File: src/rtl/gl_cmd_writer.sv
// Packs host command words into the instruction BRAM, one registered write per accepted word (1-cycle latency).
// Backpressure: in_ready drops when the next opcode's whole packet would not fit, and stays low until flush or reset.
module gl_cmd_writer #(
    parameter int width      = 32,
    parameter int text_start = 0,
    parameter int depth      = 1024
) (
    input  logic             clk,
    input  logic             reset,
    input  logic [width-1:0] in_data,
    input  logic             in_valid,
    output logic             in_ready,
    input  logic             flush,
    output logic             wr_en,
    output logic [width-1:0] wr_addr,
    output logic [width-1:0] wr_data,
    output logic             pkt_done,
    output logic [width-1:0] commit_addr,
    output logic [15:0]      pkt_count,
    output logic             full
);

    typedef enum logic [1:0] {S_OPCODE, S_PAYLOAD, S_FULL} state_t;

    localparam logic [width-1:0] LP_START = width'(text_start);
    localparam logic [width:0]   LP_END   = (width+1)'(text_start) + (width+1)'(depth);
    localparam logic [width:0]   LP_INC   = (width+1)'(1);
    localparam logic [width-1:0] LP_ONE   = width'(1);

    state_t           r_state;
    logic [4:0]       r_rem;
    logic [width:0]   r_wptr;
    logic             r_live;
    logic             r_wr_en;
    logic [width-1:0] r_wr_addr;
    logic [width-1:0] r_wr_data;
    logic             r_pkt_done;
    logic [width-1:0] r_commit;
    logic [15:0]      r_count;
    logic             r_full;

    logic [4:0]       w_len;
    logic [width:0]   w_need;
    logic             w_fits;
    logic             w_ready;
    logic             w_acc;
    logic             w_last;

    always_comb begin
        w_len = 5'd1;
        case (in_data[7:0])
            8'h03, 8'h04:                      w_len = 5'd4;
            8'h11, 8'h13, 8'h16, 8'h17, 8'h18: w_len = 5'd17;
            8'h19:                             w_len = 5'd5;
            8'h1A:                             w_len = 5'd7;
            default:                           w_len = 5'd1;
        endcase
    end

    // The write pointer carries one extra bit so the fit test cannot be fooled by a wrap.
    assign w_need  = r_wptr + (width+1)'(w_len);
    assign w_fits  = (w_need <= LP_END);
    assign w_ready = r_live && !flush &&
                     ((r_state == S_PAYLOAD) || ((r_state == S_OPCODE) && w_fits));
    assign w_acc   = in_valid && w_ready;
    assign w_last  = ((r_state == S_PAYLOAD) && (r_rem == 5'd1)) ||
                     ((r_state == S_OPCODE) && (w_len == 5'd1));

    always_ff @(posedge clk or negedge reset) begin
        if (!reset) begin
            r_state    <= S_OPCODE;
            r_rem      <= 5'd0;
            r_wptr     <= {1'b0, LP_START};
            r_live     <= 1'b0;
            r_wr_en    <= 1'b0;
            r_wr_addr  <= LP_START;
            r_wr_data  <= '0;
            r_pkt_done <= 1'b0;
            r_commit   <= LP_START;
            r_count    <= 16'd0;
            r_full     <= 1'b0;
        end else begin
            r_live     <= 1'b1;
            r_wr_en    <= 1'b0;
            r_pkt_done <= 1'b0;
            if (flush) begin
                r_state  <= S_OPCODE;
                r_rem    <= 5'd0;
                r_wptr   <= {1'b0, LP_START};
                r_commit <= LP_START;
                r_count  <= 16'd0;
                r_full   <= 1'b0;
            end else begin
                if (w_acc) begin
                    r_wr_en   <= 1'b1;
                    r_wr_addr <= r_wptr[width-1:0];
                    r_wr_data <= in_data;
                    r_wptr    <= r_wptr + LP_INC;
                    if (w_last) begin
                        r_pkt_done <= 1'b1;
                        r_commit   <= r_wptr[width-1:0] + LP_ONE;
                        r_count    <= r_count + 16'd1;
                    end
                end
                case (r_state)
                    S_OPCODE: begin
                        if (w_acc && (w_len != 5'd1)) begin
                            r_rem   <= w_len - 5'd1;
                            r_state <= S_PAYLOAD;
                        end else if (in_valid && r_live && !w_fits) begin
                            r_state <= S_FULL;
                            r_full  <= 1'b1;
                        end
                    end
                    S_PAYLOAD: begin
                        if (w_acc) begin
                            r_rem <= r_rem - 5'd1;
                            if (r_rem == 5'd1) r_state <= S_OPCODE;
                        end
                    end
                    default: ;
                endcase
            end
        end
    end

    assign in_ready    = w_ready;
    assign wr_en       = r_wr_en;
    assign wr_addr     = r_wr_addr;
    assign wr_data     = r_wr_data;
    assign pkt_done    = r_pkt_done;
    assign commit_addr = r_commit;
    assign pkt_count   = r_count;
    assign full        = r_full;

endmodule

File: config.mk
export PLATFORM = sky130hd
export DESIGN_NAME = gl_cmd_writer
export DESIGN_NICKNAME = d
export VERILOG_FILES = /design/src/rtl/gl_cmd_writer.sv
export SDC_FILE = /design/constraint.sdc
export NUM_CORES = 1
export LEC_CHECK = 0
export ABC_CLOCK_PERIOD_IN_PS = 10600
export CORE_MARGIN = 4
export CORE_UTILIZATION = 57
export CTS_CLUSTER_SIZE = 16
export DETAILED_ROUTE_END_ITERATION = 12
export GPL_TIMING_DRIVEN = 0
export HOLD_SLACK_MARGIN = 0.06
export PLACE_DENSITY = 0.94
export SKIP_CTS_REPAIR_TIMING = 1
export SLEW_MARGIN = 10
export SYNTH_ARGS = -nofsm -noshare
export SYNTH_HDL_FRONTEND = slang
export SYNTH_SLANG_ARGS = --single-unit
File: constraint.sdc
create_clock -name clk -period 10.6 [get_ports clk]
set_clock_uncertainty 0.2 [all_clocks]
set_input_delay 2.12 -clock clk [delete_from_list [all_inputs] [get_ports clk]]
set_output_delay 2.12 -clock clk [all_outputs]
set_load 0.02 [all_outputs]
==> results.cfg, run 1 <==
[global_route]
use_met2 = 0.460
track_usage = 0.293
busiest_layer = met2
antenna_found_initial = 0
grt.met3_usage = 0.0847
grt_max_degree = 92
grt-ovfl-total = 0
grt_pass1_wl_um = 38300
grt_pass1_vias = 7402
globalRouteMet1Util = 0.387

[cells_and_area]
n_antenna_cell = 0
drive_gt1_frac = 0.140
final_common_cell = dfrtp_1
postLayoutCellArea_um2 = 10800
nets = 1069
final_cell_mix = 156 x dfrtp_1, 149 x clkdlybuf4s50_1, 77 x nand2_1
fin_util = 0.763
area_delta_synth_final_pct = 29.1
fin_cells = 1210

[power_and_ir_drop]
p_clk_frac = 0.456
leakage_nw = 4.46
ir_worst_vdd_v = 0.000122
p_seq_frac = 0.423
p_sw_frac = 0.236
power.total_mw = 1.51
p_int_mw = 1.15
power.density_nw_per_um2 = 140
power_switching_mw = 0.356
combPwrFrac = 0.121

[floorplan]
core_um2 = 14100
die_w_um = 129
ios = 152
die-area_um2 = 16600
initial_core_util = 0.591
rows = 43
fp.dieH_um = 129

[synthesis]
synthAdderAreaFrac = 0.0234
async_flop_share = 1.00
syn_area_per_cell_um2 = 9.83
synth_cell_types = 62
yosys-top-cells-area = dfrtp_1 47%, mux2_2 8.1%, nand2_1 3.5%
syn_area_um2 = 8330
ys_ff_latch = 156
syn_inst = 848
synthFlopType = dfrtp_1
synth_area_leader_cell = dfrtp_1
yosysTopAreaCellShare = 0.469
synth_edf_count = 0
synth_top_family_by_area = simple AND/OR/NAND/NOR gates
synth_mux_area_frac = 0.0895
postSynthNetCount = 899
synth_compound_area_frac = 0.136
synthSimpleGateAreaFrac = 0.194
yosysSeqAreaShare = 0.469
ys_warn_count = 0
synth-xor-area-share = 0.0420

[placement]
io_buffers = 150
dp_slack_ps = 667
placed_cells = 1179
dp_hpwl_um = 16800
routabilityCongestion = 1.00
placed_area_um2 = 10100

[drt]
drt_iter0_drc = 948
wl_per_cell_um = 19.9
vias = 7618
routed_wl_um = 24100
first_pass_iters = 6
drc_errors = 0
vias_per_cell = 6.30
drtAntennaViolNets = 0

[worst_setup_path]
reg2reg_to = wr_addr[30]$_DFFE_PN0P_
start_kind = input pin
path_max_fanout = 10
worstSetupPathType = in2out
reg2reg_from = r_wptr[0]$_DFFE_PN0P_
reg2reg_depth = 12
cp.required_ps = 8280
critPathArrivalTime_ps = 7960
ff2ff_setup_slack_ps = 5940
end_kind = output port

[timing]
min_period_ps = 10280
timing.final.crit_share = 0.970
rsz0062_at_grt = no
setup_violations = 0
finalSetupTns_ps = 0
layout_setup_ws_ps = 319
slew_headroom = 0.417
hold_violations = 0
slew_viol_final = 0
tightest_slew_ps = 871
hold_slack_ps = 298
fmaxAchievable_mhz = 97.3

[worst_hold_path]
min_to = wr_addr[13]$_DFFE_PN0P_
hold_path_depth = 2
worstHoldStart = wr_addr[13]$_DFFE_PN0P_
hp-class = reg2reg

[clock_network]
cts.sinks = 156
htree_levels = 4
cts_buffer_depth = 2
cts_made_buffers = 17
cts_tree = yes
clkTransAtPathRegs_ps = 60
clkLatencyLatePin_ps = 430
clock-root-buffer = clkbuf_16

[status]
outcome = complete, no violations

[job]
max-cap-violations = 0
-- cells by family (layout without fill, tap and decap cells) --
family | Yosys count | after routing
xor gates and xnor gates | 40 | 40
DFF | 156 | 156
AOI/OAI and AO/OA | 181 | 181
adders and majority gates | 15 | 15
and+or+nand+nor | 300 | 300
other | 1 | 1
muxes | 67 | 67
buffers and inverters | 88 | 270
-- power groups by stage --
stage | clock, mW | combinational, mW | sequential [mW]
after CTS | 0.691 | 0.185 | 0.639
final | 0.689 | 0.183 | 0.639
after global routing | 0.717 | 0.195 | 0.642
after floorplan | 0 | 0.0484 | 0.682
after global placement | 0 | 0.178 | 0.647
after detailed placement | 0 | 0.183 | 0.649
-- synth_stat cells, types with 4 or more instances --
cell and count:
a211oi_1 16, nor2_1 53, clkbuf_1 38, buf_4 4
nand2_1 77, nand4_1 13, o21ai_0 54, nor4_1 5
nand3_1 39, a21oi_1 53, xor2_1 23, buf_2 24
or3_1 21, dfrtp_1 156, or2_2 5, and4_1 4
or4_1 27, nor3_1 15, mux2i_1 7, inv_1 17
ha_1 14, mux2_2 60, a31o_2 7, xnor2_1 17
and3_1 15, o31ai_1 26
-- critical path, cell delays in order --
cell	delay [ps]
clkdlybuf4s50_1	510
inv_1	90
ha_1	230
mux2i_1	180
nor3_1	90
o21ai_0	550
inv_1	110
ha_1	450
a21oi_1	160
o21ai_0	680
and2_1	320
mux2i_1	240
and4b_1	220
and4b_1	350
a21oi_1	170
buf_2	230
buf_2	240
nor4b_1	360
clkdlybuf4s50_1	680
-- how the worst max path moves through the flow --
stage / start / end / slack (ps) / cells past startpoint
finish: in_data[0] / in_ready / 320 / 19
global route: in_data[0] / in_ready / 120 / 19
CTS: in_data[0] / in_ready / 510 / 19
detailed placement: in_data[0] / in_ready / 670 / 19
global placement: in_data[0] / in_ready / 750 / 19
floorplan: in_data[0] / in_ready / 2470 / 17
-- cell type report --
| class | instances | area [um^2] |
|---|---|---|
| repair buffers | 151 | 1530 |
| fillers | 953 | 3340 |
| multi-input cells | 604 | 4040 |
| clock buffers | 19 | 443 |
| well taps | 180 | 225 |
| clock inverters | 12 | 219 |
| inverters | 18 | 67.6 |
| flip-flops and latches | 156 | 3900 |
| plain buffers | 70 | 317 |
-- registers in the layout, indices dropped and copies added (netlist names) --
| signal | cells |
|---|---|
| r_state | 2 |
| wr_data | 32 |
| wr_addr | 32 |
| r_live | 1 |
| commit_addr | 32 |
| pkt_done | 1 |
| pkt_count | 16 |
| r_rem | 5 |
| wr_en | 1 |
| r_wptr | 33 |
| full | 1 |
-- routing by layer --
layer | routed length (um) | vias to the layer above
met3 | 2470 | 71
met2 | 11300 | 458
met5 | 0 | -
met4 | 716 | 0
li1 | - | 3391
met1 | 9550 | 3698
Note: power is estimated with default switching activity, not from simulation.
==> run 2, diff against run 1 <==
--- a/config.mk
+++ b/config.mk
@@ -12,6 +12,7 @@
 export DETAILED_ROUTE_END_ITERATION = 12
 export GPL_TIMING_DRIVEN = 0
 export HOLD_SLACK_MARGIN = 0.06
+export MAX_ROUTING_LAYER = met4
 export PLACE_DENSITY = 0.94
 export SKIP_CTS_REPAIR_TIMING = 1
 export SLEW_MARGIN = 10
==> results.cfg, run 2 (synthesis results as in run 1) <==
[global_route]
grt-ovfl-total = 0
grt_pass1_wl_um = 39100
busiest_layer = met2
track_usage = 0.307
grt.met3_usage = 0.0743
use_met2 = 0.463
grt_max_degree = 83
grt_pass1_vias = 7522
globalRouteMet1Util = 0.407
antenna_found_initial = 0

[clock_network]
htree_levels = 4
cts_tree = yes
cts_made_buffers = 17
clkTransAtPathRegs_ps = 60
cts_buffer_depth = 2
cts.sinks = 156
clock-root-buffer = clkbuf_16
clkLatencyLatePin_ps = 430

[cells_and_area]
n_antenna_cell = 0
fillers = 1014
nets = 1069
fin_cells = 1211
drive_gt1_frac = 0.140
final_cell_mix = 156 x dfrtp_1, 149 x clkdlybuf4s50_1, 77 x nand2_1
multi_input_area_um2 = 4040
final_common_cell = dfrtp_1
fin_util = 0.759
area_delta_synth_final_pct = 28.4
max_flop_register = r_wptr
postLayoutCellArea_um2 = 10700
largest_reg_flops = 33
regArea_um2 = 3900

[power_and_ir_drop]
power.density_nw_per_um2 = 136
leakage_nw = 4.44
ir_worst_vdd_v = 0.000109

[job]
max-cap-violations = 0

[status]
outcome = complete, no violations

[timing]
slew_viol_final = 0
min_period_ps = 10100
rsz0062_at_grt = no
hold_violations = 0
tightest_slew_ps = 804
fmaxAchievable_mhz = 99.0
slew_headroom = 0.462
finalSetupTns_ps = 0
setup_violations = 0
timing.final.crit_share = 0.953

[worst_setup_path]
path_max_fanout = 10
cp.required_ps = 8280
end_kind = output port
critPathArrivalTime_ps = 7780
worstSetupPathType = in2out
start_kind = input pin

[drt]
first_pass_iters = 5
wl_per_cell_um = 19.9
routed_wl_um = 24100
drc_errors = 0
drtAntennaViolNets = 0
vias = 7568
vias_per_cell = 6.25
drt_iter0_drc = 969

[floorplan]
die-area_um2 = 16600
core_um2 = 14100
rows = 43
initial_core_util = 0.591
die_w_um = 129
fp.dieH_um = 129
ios = 152

[placement]
routabilityCongestion = 0.981
dp_hpwl_um = 17400
placed_cells = 1179
io_buffers = 150
placed_area_um2 = 10100

[worst_hold_path]
hp-class = reg2reg
-- run 2: cell count changes in the layout (fill, tap and decap cells not counted), sizes merged --
cell / change
clkinv: +3
bufinv: -2
-- run 2: cell type report --
| class | instances | share of cell area |
|---|---|---|
| Multi-Input combinational cell | 604 | 0.378 |
| Sequential cell | 156 | 0.365 |
| Timing Repair Buffer | 151 | 0.143 |
| Clock buffer | 19 | 0.0405 |
| Buffer | 70 | 0.0296 |
| Tap cell | 180 | 0.0211 |
| Clock inverter | 13 | 0.0163 |
| Inverter | 18 | 0.00632 |
-- run 2: critical path, cell delays in order --
cell and delay, ps:
clkdlybuf4s50_1 510, inv_1 90, ha_1 230, mux2i_1 160
nor3_1 80, o21ai_0 600, inv_1 110, ha_1 410
a21oi_1 130, o21ai_0 620, and2_1 330, mux2i_1 240
and4b_1 220, and4b_1 330, a21oi_1 150, buf_2 220
buf_2 230, nor4b_1 320, clkdlybuf4s50_1 670
-- run 2: layer usage --
metal	vias to the layer above	routed length (um)	share of wire
li1	3406	-	-
met1	3691	9990	0.41
met2	414	11500	0.48
met3	57	2020	0.084
met4	0	618	0.026
met5	-	0	0
-- run 2: stage by stage --
stage / hold WS (ps) / power (mW) / setup WS (ps)
2_1_floorplan: 314 / 0.730 / 2470
3_3_place_gp: 264 / 0.825 / 761
3_5_place_dp: 277 / 0.833 / 657
4_1_cts: 290 / 1.46 / 626
5_1_grt: 313 / 1.50 / 222
6_report: 295 / 1.46 / 497
-- run 2: report_power, final --
part | leakage, nW | total, mW | switching, mW | internal [mW]
logic | 2.04 | 0.183 | 0.0968 | 0.0859
registers | 2.10 | 0.639 | 0.0152 | 0.623
clock network | 0.296 | 0.638 | 0.246 | 0.391
total | 4.44 | 1.46 | 0.358 | 1.10
-- run 2: final timing paths --
| kind | cells after the start | slack [ps] | to | start |
|---|---|---|---|---|
| max | 19 | 500 | in_ready | in_data[0] |
| max in group asynchronous | 2 | 7930 | r_wptr[0]$_DFFE_PN0P_ | reset |
| min in group asynchronous | 1 | 1460 | commit_addr[21]$_DFFE_PN0P_ | reset |
| max reg2reg | 12 | 6110 | wr_addr[2]$_DFFE_PN0P_ | r_wptr[0]$_DFFE_PN0P_ |
| min reg2reg | 2 | 300 | wr_addr[8]$_DFFE_PN0P_ | wr_addr[8]$_DFFE_PN0P_ |
| min | 2 | 300 | wr_addr[8]$_DFFE_PN0P_ | wr_addr[8]$_DFFE_PN0P_ |
==> run 3, diff against run 2 <==
--- a/config.mk
+++ b/config.mk
@@ -7,13 +7,13 @@
 export LEC_CHECK = 0
 export ABC_CLOCK_PERIOD_IN_PS = 10600
 export CORE_MARGIN = 4
-export CORE_UTILIZATION = 57
+export CORE_UTILIZATION = 45
 export CTS_CLUSTER_SIZE = 16
 export DETAILED_ROUTE_END_ITERATION = 12
 export GPL_TIMING_DRIVEN = 0
 export HOLD_SLACK_MARGIN = 0.06
 export MAX_ROUTING_LAYER = met4
-export PLACE_DENSITY = 0.94
+export PLACE_DENSITY = 0.78
 export SKIP_CTS_REPAIR_TIMING = 1
 export SLEW_MARGIN = 10
 export SYNTH_ARGS = -nofsm -noshare
==> results.cfg, run 3 (synthesis results as in run 1) <==
[clock_network]
cts_made_buffers = 17
clock-root-buffer = clkbuf_16
clkLatencyLatePin_ps = 420
cts.sinks = 156
cts_tree = yes
cts_buffer_depth = 2
clkTransAtPathRegs_ps = 60
htree_levels = 4

[placement]
routabilityCongestion = 0.984
io_buffers = 150
dp_slack_ps = 777
dp_hpwl_um = 17300

[drt]
first_pass_iters = 5
drc_errors = 0
drt_iter0_drc = 662
wl_per_cell_um = 18.9
routed_wl_um = 23800
drtAntennaViolNets = 0
vias = 7413
vias_per_cell = 5.88

[worst_setup_path]
critPathArrivalTime_ps = 7610
crit_path_start = in_data[1]
path_delay_family = buffers and inverters
cp_cell_sequence = clkdlybuf4s50_1, inv_1, ha_1, mux2i_1, nor3_1, o21ai_0, inv_1, ha_1, a21oi_1, o21ai_0, and2_1, mux2i_1, and4b_1, and4b_1, a21oi_1, buf_2, buf_2, nor4b_1, clkdlybuf4s50_1
path_max_fanout = 10
critPathBufInv = 6
cp_slowest_cell = clkdlybuf4s50_1
ff2ff_setup_slack_ps = 6070
worstSetupPathType = in2out
cp_slowest_stage_delay_ps = 690
end_kind = output port
reg2reg_from = r_wptr[0]$_DFFE_PN0P_
cp.required_ps = 8280
start_kind = input pin

[timing]
layout_setup_ws_ps = 669
rsz0062_at_grt = no
hold_violations = 0
setup_violations = 0
tightest_slew_ps = 875
finalSetupTns_ps = 0
min_period_ps = 9930
timing.final.crit_share = 0.937
slew_headroom = 0.414
fmaxAchievable_mhz = 101
slew_viol_final = 0

[cells_and_area]
drive_gt1_frac = 0.139
nets = 1069
regArea_um2 = 3900
final_cell_mix = 156 x dfrtp_1, 149 x clkdlybuf4s50_1, 77 x nand2_1
largest_reg_flops = 33
multi_input_area_um2 = 4040
fin_util = 0.593
max_flop_register = r_wptr
final_common_cell = dfrtp_1
area_delta_synth_final_pct = 28.8
n_antenna_cell = 0
fillers = 1523

[global_route]
globalRouteMet1Util = 0.322
busiest_layer = met2
grt_pass1_wl_um = 37700
grt_max_degree = 81
track_usage = 0.238
use_met2 = 0.362
grt.met3_usage = 0.0384
grt_pass1_vias = 7149
grt-ovfl-total = 0
antenna_found_initial = 0

[floorplan]
initial_core_util = 0.461
die_w_um = 144
core_um2 = 18100
fp.dieH_um = 144
rows = 49
ios = 152
die-area_um2 = 20800

[worst_hold_path]
hp-class = reg2reg
worstHoldStart = wr_addr[5]$_DFFE_PN0P_

[power_and_ir_drop]
p_int_mw = 1.07
p_sw_frac = 0.250
power_switching_mw = 0.357
leakage_nw = 4.41
p_clk_frac = 0.425
combPwrFrac = 0.128
power.density_nw_per_um2 = 133
ir_worst_vdd_v = 0.000107
p_seq_frac = 0.448

[job]
max-cap-violations = 0

[status]
outcome = complete, no violations
run 3: cell count changes in the layout (fill, tap and decap cells not counted):
cell        delta
bufinv_16      -2
clkbuf_1       +1
clkbuf_8       +2
clkinv_2       -4
clkinvlp_4     +3
run 3: final cells by class:
class / count / share of cell area
plain buffers: 70 / 0.0295
clock buffers: 22 / 0.0433
clock inverters: 10 / 0.0108
inverters: 18 / 0.00630
multi-input cells: 604 / 0.377
flip-flops and latches: 156 / 0.364
well taps: 229 / 0.0267
repair buffers: 151 / 0.143
run 3: worst paths after layout:
path	to	cells after the start
worst max-delay path	in_ready	19
worst min-delay path	wr_addr[5]$_DFFE_PN0P_	2
worst max register to register	r_wptr[18]$_DFFE_PN0P_	12
worst min register to register	wr_addr[5]$_DFFE_PN0P_	2
max in group asynchronous	wr_addr[13]$_DFFE_PN0P_	2
min in group asynchronous	commit_addr[21]$_DFFE_PN0P_	1
run 3: through the flow:
step / cells / hold slack [ps] / power, mW / cell area [um^2]
after floorplan: 848 / 314 / 0.730 / 8330
after global placement: 1227 / 265 / 0.827 / 10100
after detailed placement: 1228 / 273 / 0.832 / 10200
after CTS: 1260 / 293 / 1.44 / 10700
after global routing: 1260 / 316 / 1.48 / 10700
final: 1260 / 287 / 1.42 / 10700
run 3: power by group through the flow:
stage | clock, mW | sequential (mW) | combinational (mW)
finish | 0.605 | 0.638 | 0.182
global route | 0.642 | 0.641 | 0.194
CTS | 0.614 | 0.638 | 0.184
detailed placement | 0 | 0.649 | 0.183
global placement | 0 | 0.647 | 0.179
floorplan | 0 | 0.682 | 0.0484
run 3: metal layers:
metal / up-vias / wire [um]
met1: 3660 / 10400
met3: 52 / 1610
met4: 0 / 686
met2: 288 / 11100
li1: 3413 / -
met5: - / 0
run 3: worst register-to-register path: stages (launching register included):
cell     delay [ps]
dfrtp_1         570
ha_1            250
fa_1            290
a21oi_1         140
o21ai_0         570
and2_1          320
mux2i_1         200
and4b_1         190
and4b_1         310
a21oi_1         190
buf_2           220
nor4_1          560
mux2_2          400
